$ cat config.mk
export PLATFORM = sky130hd
export DESIGN_NAME = key_event_seq
export DESIGN_NICKNAME = d
export VERILOG_FILES = /design/src/rtl/kbd_pkg.sv /design/src/rtl/key_timer.sv /design/src/rtl/key_event_seq.sv
export SDC_FILE = /design/constraint.sdc
export NUM_CORES = 1
export LEC_CHECK = 0
export CAP_MARGIN = 30
export CORE_UTILIZATION = 65
export DETAILED_ROUTE_END_ITERATION = 10
export DONT_BUFFER_PORTS = 1
export PLACE_DENSITY = 0.81
export SLEW_MARGIN = 20
export SYNTH_ARGS = -nofsm -noshare
export SYNTH_HDL_FRONTEND = slang
export SYNTH_HIERARCHICAL = 1
export SYNTH_SLANG_ARGS = --single-unit
export TNS_END_PERCENT = 1
$ cat constraint.sdc
create_clock -name clk -period 5.2 [get_ports clk]
set_input_delay 0.52 -clock clk [delete_from_list [all_inputs] [get_ports clk]]
set_output_delay 0.52 -clock clk [all_outputs]
set_load 0.02 [all_outputs]
$ cat src/rtl/kbd_pkg.sv
// Shared PS/2 scan-code constants and the sequencer state type.
package kbd_pkg;

    // Ordinary key codes used by the front-panel firmware
    localparam logic [7:0] SC_LEFT   = 8'h1C;
    localparam logic [7:0] SC_RIGHT  = 8'h23;
    localparam logic [7:0] SC_UP     = 8'h1D;
    localparam logic [7:0] SC_ENTER  = 8'h5A;

    // Prefix bytes that start a multi-byte event
    localparam logic [7:0] SC_STOP   = 8'hF0;
    localparam logic [7:0] SC_EXT    = 8'hE0;
    localparam logic [7:0] SC_PAUSE  = 8'hE1;

    // Keyboard status replies that never form a key event
    localparam logic [7:0] SC_ACK    = 8'hFA;
    localparam logic [7:0] SC_BAT    = 8'hAA;
    localparam logic [7:0] SC_ECHO   = 8'hEE;
    localparam logic [7:0] SC_RESEND = 8'hFE;

    // Keyboard buffer-overrun / error indications
    localparam logic [7:0] SC_ERR0   = 8'h00;
    localparam logic [7:0] SC_ERRF   = 8'hFF;

    // The pause key sends E1 followed by seven more bytes
    localparam logic [2:0] PAUSE_TAIL_BYTES = 3'd7;

    typedef enum logic [2:0] {
        ST_IDLE,
        ST_EXT,
        ST_BRK,
        ST_EXT_BRK,
        ST_SKIP
    } seq_state_t;

    // True for any byte that can only open a sequence, never finish one
    function automatic logic is_prefix(input logic [7:0] b);
        return (b == SC_EXT) || (b == SC_STOP) || (b == SC_PAUSE);
    endfunction

endpackage

$ cat src/rtl/key_timer.sv
// Inter-byte watchdog: counts idle cycles inside a multi-byte sequence.
module key_timer #(
    parameter int TIMEOUT = 200_000
) (
    input  logic clk,
    input  logic rst,
    input  logic clear,
    input  logic enable,
    output logic expired
);

    localparam int W = $clog2(TIMEOUT + 1);
    localparam logic [W-1:0] LIMIT = W'(TIMEOUT);
    localparam logic [W-1:0] LAST  = W'(TIMEOUT - 1);

    logic [W-1:0] count;

    // Counter restarts on every byte and saturates at LIMIT so it can never wrap back to a small value
    always_ff @(posedge clk) begin
        if (rst) begin
            count <= '0;
        end else if (clear) begin
            count <= '0;
        end else if (enable && (count != LIMIT)) begin
            count <= count + W'(1);
        end
    end

    assign expired = enable && (count == LAST);

endmodule

$ cat src/rtl/key_event_seq.sv
// Turns the raw PS/2 byte stream into make/break key events with prefix handling.
module key_event_seq
    import kbd_pkg::*;
#(
    parameter int TIMEOUT = 200_000
) (
    input  logic        clk,
    input  logic        rst,
    input  logic [7:0]  rx_byte,
    input  logic        rx_valid,
    output logic [15:0] keycode,
    output logic        key_valid,
    output logic        key_ext,
    output logic        seq_err
);

    seq_state_t state, state_next;
    logic [2:0] skip_cnt, skip_next;
    logic       ev_valid;
    logic [7:0] ev_hi;
    logic       ev_ext;
    logic       ev_err;
    logic       timer_expired;

    // Watchdog only runs while a sequence is open; any byte restarts it
    key_timer #(
        .TIMEOUT (TIMEOUT)
    ) u_timer (
        .clk     (clk),
        .rst     (rst),
        .clear   (rx_valid || (state == ST_IDLE)),
        .enable  (state != ST_IDLE),
        .expired (timer_expired)
    );

    // Next-state and event decode; a byte arriving on the expiry cycle wins over the timeout
    always_comb begin
        state_next = state;
        skip_next  = skip_cnt;
        ev_valid   = 1'b0;
        ev_hi      = 8'h00;
        ev_ext     = 1'b0;
        ev_err     = 1'b0;
        if (rx_valid) begin
            case (state)
                ST_IDLE: begin
                    if (rx_byte == SC_EXT) begin
                        state_next = ST_EXT;
                    end else if (rx_byte == SC_STOP) begin
                        state_next = ST_BRK;
                    end else if (rx_byte == SC_PAUSE) begin
                        state_next = ST_SKIP;
                        skip_next  = PAUSE_TAIL_BYTES;
                    end else if ((rx_byte == SC_ACK) || (rx_byte == SC_BAT) ||
                                 (rx_byte == SC_ECHO) || (rx_byte == SC_RESEND)) begin
                        state_next = ST_IDLE;
                    end else if ((rx_byte == SC_ERR0) || (rx_byte == SC_ERRF)) begin
                        ev_err = 1'b1;
                    end else begin
                        ev_valid = 1'b1;
                    end
                end
                ST_EXT: begin
                    if (rx_byte == SC_STOP) begin
                        state_next = ST_EXT_BRK;
                    end else if (rx_byte == SC_EXT) begin
                        state_next = ST_EXT;
                    end else begin
                        ev_valid   = 1'b1;
                        ev_hi      = SC_EXT;
                        ev_ext     = 1'b1;
                        state_next = ST_IDLE;
                    end
                end
                ST_BRK: begin
                    state_next = ST_IDLE;
                    if (is_prefix(rx_byte)) begin
                        ev_err = 1'b1;
                    end else begin
                        ev_valid = 1'b1;
                        ev_hi    = SC_STOP;
                    end
                end
                ST_EXT_BRK: begin
                    state_next = ST_IDLE;
                    if (is_prefix(rx_byte)) begin
                        ev_err = 1'b1;
                    end else begin
                        ev_valid = 1'b1;
                        ev_hi    = SC_STOP;
                        ev_ext   = 1'b1;
                    end
                end
                ST_SKIP: begin
                    if (skip_cnt <= 3'd1) begin
                        skip_next  = 3'd0;
                        state_next = ST_IDLE;
                    end else begin
                        skip_next = skip_cnt - 3'd1;
                    end
                end
                default: begin
                    state_next = ST_IDLE;
                    skip_next  = 3'd0;
                end
            endcase
        end else if (timer_expired) begin
            ev_err     = 1'b1;
            state_next = ST_IDLE;
            skip_next  = 3'd0;
        end
    end

    // State and pause-skip counter registers
    always_ff @(posedge clk) begin
        if (rst) begin
            state    <= ST_IDLE;
            skip_cnt <= 3'd0;
        end else begin
            state    <= state_next;
            skip_cnt <= skip_next;
        end
    end

    // Registered outputs: keycode/key_ext hold between events, the strobes last one cycle
    always_ff @(posedge clk) begin
        if (rst) begin
            keycode   <= 16'h0000;
            key_ext   <= 1'b0;
            key_valid <= 1'b0;
            seq_err   <= 1'b0;
        end else begin
            key_valid <= ev_valid;
            seq_err   <= ev_err;
            if (ev_valid) begin
                keycode <= {ev_hi, rx_byte};
                key_ext <= ev_ext;
            end
        end
    end

endmodule

==> results of run 1 <==
Yosys cell counts, types with 2 or more instances:
library cell	instances
dfxtp_1	37
inv_1	11
xnor2_1	7
nor4_1	6
or4b_1	2
nor2_1	17
nand2_1	36
o211ai_1	2
dlygate4sd1_1	2
buf_6	4
o21a_1	2
xor2_1	3
or3_1	3
nand4_1	4
ha_1	4
nand3_1	3
nor4_2	2
o21ai_0	9
nor3b_1	2
or2_2	2
o31ai_1	2
o22ai_1	2
nor2b_1	2
a21oi_1	11
mux2i_1	11
buf_4	7
or4_1	4
nor3_1	6
nand2b_1	2
power by group through the flow:
stage,Clock [mW],Sequential [mW],Combinational [mW]
2_1_floorplan,0,0.305,0.0356
3_3_place_gp,0,0.306,0.0312
3_5_place_dp,0,0.306,0.0318
4_1_cts,0.216,0.300,0.0321
5_1_grt,0.231,0.301,0.0364
6_report,0.211,0.300,0.0319
final timing paths:
kind                                                     start                        endpoint  slack (ps)  cells after the start
worst max-delay path            u_timer/count[12]$_SDFFE_PP0P_        skip_cnt[2]$_SDFFE_PP0P_        2860                      7
worst min-delay path                                       rst        skip_cnt[1]$_SDFFE_PP0P_         230                      1
worst max register to register  u_timer/count[12]$_SDFFE_PP0P_        skip_cnt[2]$_SDFFE_PP0P_        2860                      7
worst min register to register  u_timer/count[15]$_SDFFE_PP0P_  u_timer/count[15]$_SDFFE_PP0P_         500                      2
metal layers:
metal	wire (um)	up-vias	global-route usage [%]	share of wire [%]
met4	39	0	9.18	0.99
li1	-	835	-	-
met5	0	-	0	0
met1	1660	760	28.3	42
met2	1980	50	43.3	50
met3	247	5	8.04	6.3
flip-flops by register name (all words and copies together), names as in the netlist:
name and flops:
key_ext 1, key_valid 1, keycode 10, seq_err 1, skip_cnt 3, state 3
u_timer/count 18
worst max-delay path, cell delays in order, from the launching register on:
cell     delay, ps
dfxtp_1        340
or4_1          540
nor4_2         400
nor3b_1        340
nor2_1         160
nor2_1         220
o21ai_0        130
a21oi_1        140
area by class of cell:
class,instances,share of cell area [%]
inverter,11,2.00
sequential,37,35.8
clock inverter,2,1.81
clock buffer,6,2.48
multi-input combinational,177,55.2
tap,44,2.66
stage by stage:
step	cells	hold slack, ps	setup slack [ps]
6_report	277	227	2860
2_1_floorplan	241	456	3110
5_1_grt	277	195	2650
3_5_place_dp	269	487	2890
4_1_cts	277	214	2860
3_3_place_gp	269	475	2920
cells by family after synthesis:
| group | after synthesis | share of synthesized area [%] |
|---|---|---|
| flip-flops | 37 | 36.2 |
| AND/OR/NAND/NOR | 103 | 27.7 |
| multiplexers | 11 | 5.38 |
| AO/OA/AOI/OAI | 45 | 15.2 |
| buffers and inverters | 27 | 8.61 |
| other | 1 | 0.183 |
| XOR/XNOR | 10 | 4.28 |
| adder cells (fa/ha/maj) | 4 | 2.44 |
==> implementation parameters, run 1 <==
Parameter                              Value

Run status
  Outcome    completed

Yosys
  Top_reg_cell synth    dfxtp_1
  Combined area of all synthesized cells    2050 um^2
  Sequential area share after synthesis    36.2%
  Number of synthesized register bits    37
  Yosys top cell by area    dfxtp_1
  Ys Warns    6
  Number of enable-type register cells in the synthesized netlist    0
  Top cells by area in the synthesized netlist    dfxtp_1, nand2_1, mux2i_1, nor2_1, xnor2_1
  Asr flop ratio synth    0%
  Average instance area after synthesis    between 8 and 9 um^2
  Cells after Synth    238
  Proportion of netlist area held by the largest area contributor    36.2%
  Number of distinct library cells after synthesis    62

Power and ir drop
  Combinational share of power    5.9%
  Clock share of power    between 30% and 40%
  PnR Total Power    approximately 0.54 mW
  Internal Power    0.416 mW
  Leak Pwr    0.701 nW
  Switching share of power    23.4%
  Sequential power share    55.2%
  Power density of the placed cells    263 nW/um^2
  Maximum ir drop on the vdd rail    0.000187 V
  Total net switching power    0.127 mW

Final layout
  Number of nets in the final layout    247
  Fraction of final layout cells sized beyond drive strength 1    11.2%
  Leading cell type in the layout, fill and taps excluded    dfxtp_1
  Area growth from synthesis to layout    0.977%
  Final Cell Area    2070 um^2
  Area taken by flip-flops and latches    741 um^2
  Multi-input combinational cell area    1140 um^2
  Most frequent cells in the layout    dfxtp_1, nand2_1, nor2_1
  N_diodes    0
  Core Util, Final    68.3%
  Number of fill cells    about 260

Global route
  Wire length of the first global-routing pass    ~6400 um
  Initial antenna violation count    0
  Remaining global-route overflow    0
  Maximum number of pins on one net before global-route repair    23
  Number of global-route vias before repair    1480
  Total global routing track utilization    24.9%

Clocking
  CTS tree    yes
  CTS-repair resized insts    0
  Post-CTS Hold Buffers    0
  H-tree Lvls    2
  Postcts setup bufs    0
  Clock buffers created by TritonCTS    5
  Clk buf depth    2
  CTS sink cnt    37
  Worst skew pair latency    340 ps
  Clock input transition at the sequential cells of the worst setup and hold paths    110 ps
  Root Buffer Master    clkbuf_4

Floorplan
  Io pins    30
  Initial cell density of the core    67.6%
  Die boundary width    just under 60 um
  Die ar.    3380 um^2
  Row count    20
  Area of the core region    about 3000 um^2
  Vertical extent of the die    58.1 um

Worst hold path
  Type of the tightest min-delay check    in -> reg

STA
  Setup skew after layout    between 10 and 15 ps
  Finish-stage setup viols    0
  Transition time at the pin with the least slew margin    657 ps
  Max Transition Viols Final    0
  Final setup TNS    0 ps
  Hold Vio Cnt, Final    0
  Relative slew slack    56.1%
  Unrepaired setup endpoints after global routing    no
  Highest attainable clock frequency    approximately 0.43 GHz
  Post-layout minimum cycle time    2340 ps
  Ratio of final minimum period to clock period    45.0%

Place
  Final weighted congestion of routability-driven global placement    0.879
  DP Area    1980 um^2
  Post-detailed-placement half-perimeter wirelength    2820 um
  Port Buffers    0

Routing
  Average vias per placed instance    5.96
  Initial drt markers    approximately 100
  Number of vias in the routed layout    between 1500 and 2000
  Post-detailed-route count of antenna-violating nets    0
  DRC violations left    0
  Pre-Repair DR Iteration Count    4
  Final WL    3930 um
  Average routed wire per standard cell    14.2 um

Job
  Max-capacitance violation count    0

Worst setup path
  Critical path class    reg -> reg
  Data required, critical path    5480 ps
  Maximum fanout encountered on the critical timing path    6
  Critical Path AT    around 2600 ps
  Startpoint type of the worst setup path    flop
  Type of element capturing the critical path    flop
No activity file was read; power rests on OpenSTA's default activity.
==> run 2: changes to the inputs <==
CORE_UTILIZATION = 62   (was 65)
PLACE_DENSITY = 0.78   (was 0.81)
clock period = 2.4 ns   (was 5.2 ns; I/O delays follow)
==> run 2 against run 1 <==
Net effect: wire length up 3.2%; critical path depth down 1; fmax up 8.6%; die area up 4.7%; largest power group unchanged.
==> implementation parameters, run 2 (same netlist as run 1, synthesis figures left out) <==
Parameter                              Value

Run status
  Outcome    completed

Global route
  Global-route met1 utilization    37.7% (+9.4 points)
  Initial antenna violation count    0 (unchanged)
  Total global routing track utilization    25.7% (+0.84 points)
  Remaining global-route overflow    0 (unchanged)
  Number of global-route vias before repair    1471 (-0.61%)
  Met3 global-route usage    8.08% (+0.043 points)
  Wire length of the first global-routing pass    6760 um (+5.2%)
  Maximum number of pins on one net before global-route repair    23 (unchanged)
  Met2 Usage GRT    35.8% (-7.6 points)
  Most used routing layer    met1

Place
  Post-detailed-placement half-perimeter wirelength    2890 um (+2.4%)
  Port Buffers    0 (unchanged)
  Final weighted congestion of routability-driven global placement    0.836 (-4.8%)
  DP Area    2020 um^2 (+1.9%)

STA
  Ratio of final minimum period to clock period    89.8% (+45 points)
  Max Transition Viols Final    0 (unchanged)
  Relative slew slack    58.2% (+2.1 points)
  Finish-stage setup viols    0 (unchanged)
  Transition time at the pin with the least slew margin    626 ps (-31.2 ps)
  Final setup TNS    0 ps (unchanged)
  Hold Vio Cnt, Final    0 (unchanged)
  Unrepaired setup endpoints after global routing    no
  Setup skew after layout    18.3 ps (+8.11 ps)
  Post-layout minimum cycle time    2160 ps (-185 ps)
  Highest attainable clock frequency    0.464 GHz (+8.6%)

Worst setup path
  Critical Path AT    2390 ps (-230 ps)
  Cell with the biggest individual delay on the critical path    or4_1
  Critical path's top delay family    simple AND/OR/NAND/NOR gates
  Startpoint type of the worst setup path    flop
  Maximum fanout encountered on the critical timing path    6 (unchanged)
  Number of buffers and inverters on the critical path    0 (unchanged)
  Data required, critical path    2640 ps (-2840 ps)
  Type of element capturing the critical path    flop
  Crit path largest cell delay    540 ps (about the same)
  Cell chain of the critical path    or4_1, nor4_2, nor3b_2, nor2_1, a211oi_1, o22ai_1
  Critical path class    reg -> reg

Clocking
  Postcts setup bufs    0 (unchanged)
  CTS tree    yes
  Root Buffer Master    clkbuf_4
  CTS sink cnt    37 (unchanged)
  H-tree Lvls    2 (unchanged)
  Worst skew pair latency    350 ps (about the same)
  Clock buffers created by TritonCTS    5 (unchanged)
  Clock input transition at the sequential cells of the worst setup and hold paths    120 ps (about the same)
  Clk buf depth    2 (unchanged)

Final layout
  Register ranked first by flip-flop count    u_timer/count
  Most frequent cells in the layout    dfxtp_1, nand2_1, nor2_1
  Number of nets in the final layout    254 (+2.8%)
  Leading cell type in the layout, fill and taps excluded    dfxtp_1
  N_diodes    0 (unchanged)
  Multi-input combinational cell area    1150 um^2 (+0.88%)
  Flip-flop count of the largest register, all copies and words added    18 (unchanged)
  Area taken by flip-flops and latches    741 um^2 (unchanged)
  Area growth from synthesis to layout    2.63%
  Number of fill cells    286 (+12%)
  Final Cell Area    2100 um^2 (+1.6%)
  Fraction of final layout cells sized beyond drive strength 1    13.0% (+1.8 points)
  Largest registers ranked by flip-flop count    u_timer/count (18), keycode (10)

Floorplan
  Initial cell density of the core    66.0% (-1.6 points)
  Die ar.    3540 um^2 (+4.7%)
  Area of the core region    3100 um^2 (+2.5%)
  Die boundary width    59.5 um (+2.3%)
  Io pins    30 (unchanged)
  Row count    20 (unchanged)
  Vertical extent of the die    59.5 um (+2.3%)

Routing
  Average routed wire per standard cell    14.3 um (+1.0%)
  Initial drt markers    105 (+4.0%)
  Final WL    4050 um (+3.2%)
  DRC violations left    0 (unchanged)
  Average vias per placed instance    5.88 (-1.3%)
  Pre-Repair DR Iteration Count    4 (unchanged)
  Number of vias in the routed layout    1664 (+0.85%)
  Post-detailed-route count of antenna-violating nets    0 (unchanged)

Power and ir drop
  Maximum ir drop on the vdd rail    0.000291 V (+56%)
  PnR Total Power    1.06 mW (+95%)
  Power density of the placed cells    504 nW/um^2 (+92%)
  Leak Pwr    0.720 nW (+2.6%)

Worst hold path
  Type of the tightest min-delay check    in -> reg

Job
  Max-capacitance violation count    0 (unchanged)
[run 2: final timing paths]
path,end,slack [ps],cells past startpoint,start
setup / recovery,state[1]$_SDFFE_PP0P_,240,6,u_timer/count[12]$_SDFFE_PP0P_
hold / removal,seq_err$_SDFF_PP0_,20,1,rx_valid
setup reg to reg,state[1]$_SDFFE_PP0P_,240,6,u_timer/count[12]$_SDFFE_PP0P_
hold reg to reg,u_timer/count[0]$_SDFFE_PP0P_,500,2,u_timer/count[0]$_SDFFE_PP0P_
[run 2: worst register-to-register path, stage by stage (launching register included)]
cell	delay, ps
dfxtp_1	340
or4_1	540
nor4_2	340
nor3b_2	260
nor2_1	140
a211oi_1	320
o22ai_1	130
[run 2: layout make-up]
type,instances,share of cell area (%)
Clock buffer,7,2.62
Multi-Input combinational cell,177,54.8
Sequential cell,37,35.2
Tap cell,44,2.62
Inverter,11,1.96
Timing Repair Buffer,7,2.74
[run 2: routing by layer]
| layer | vias to the layer above | wire (um) |
|---|---|---|
| met5 | - | 0 |
| met4 | 0 | 62 |
| met3 | 7 | 265 |
| met2 | 56 | 1700 |
| met1 | 758 | 2030 |
| li1 | 843 | - |
[run 2: power breakdown]
group          total [mW]  internal [mW]  leakage (nW)  switching [mW]
logic              0.0753         0.0301         0.388          0.0452
clock network       0.335          0.138        0.0314           0.197
registers           0.649          0.627         0.300          0.0217
[run 2: stage by stage]
| stage | setup slack (ps) | util, % | hold slack (ps) | instances |
|---|---|---|---|---|
| 2_1_floorplan | 310 | - | 347 | 241 |
| 3_3_place_gp | 272 | 65.0 | 311 | 274 |
| 3_5_place_dp | 206 | 65.0 | 316 | 274 |
| 4_1_cts | 159 | 67.4 | 13.8 | 283 |
| 5_1_grt | 88.4 | 67.7 | 3.74 | 283 |
| 6_report | 245 | 67.7 | 17.6 | 283 |
[run 2: what timing repair did]
action                                  in CTS  in global routing
hold endpoints to repair                     7                  0
hold buffers                                 2                  0
endpoints found under the setup margin       0                  2
gates resized for setup                      0                  2
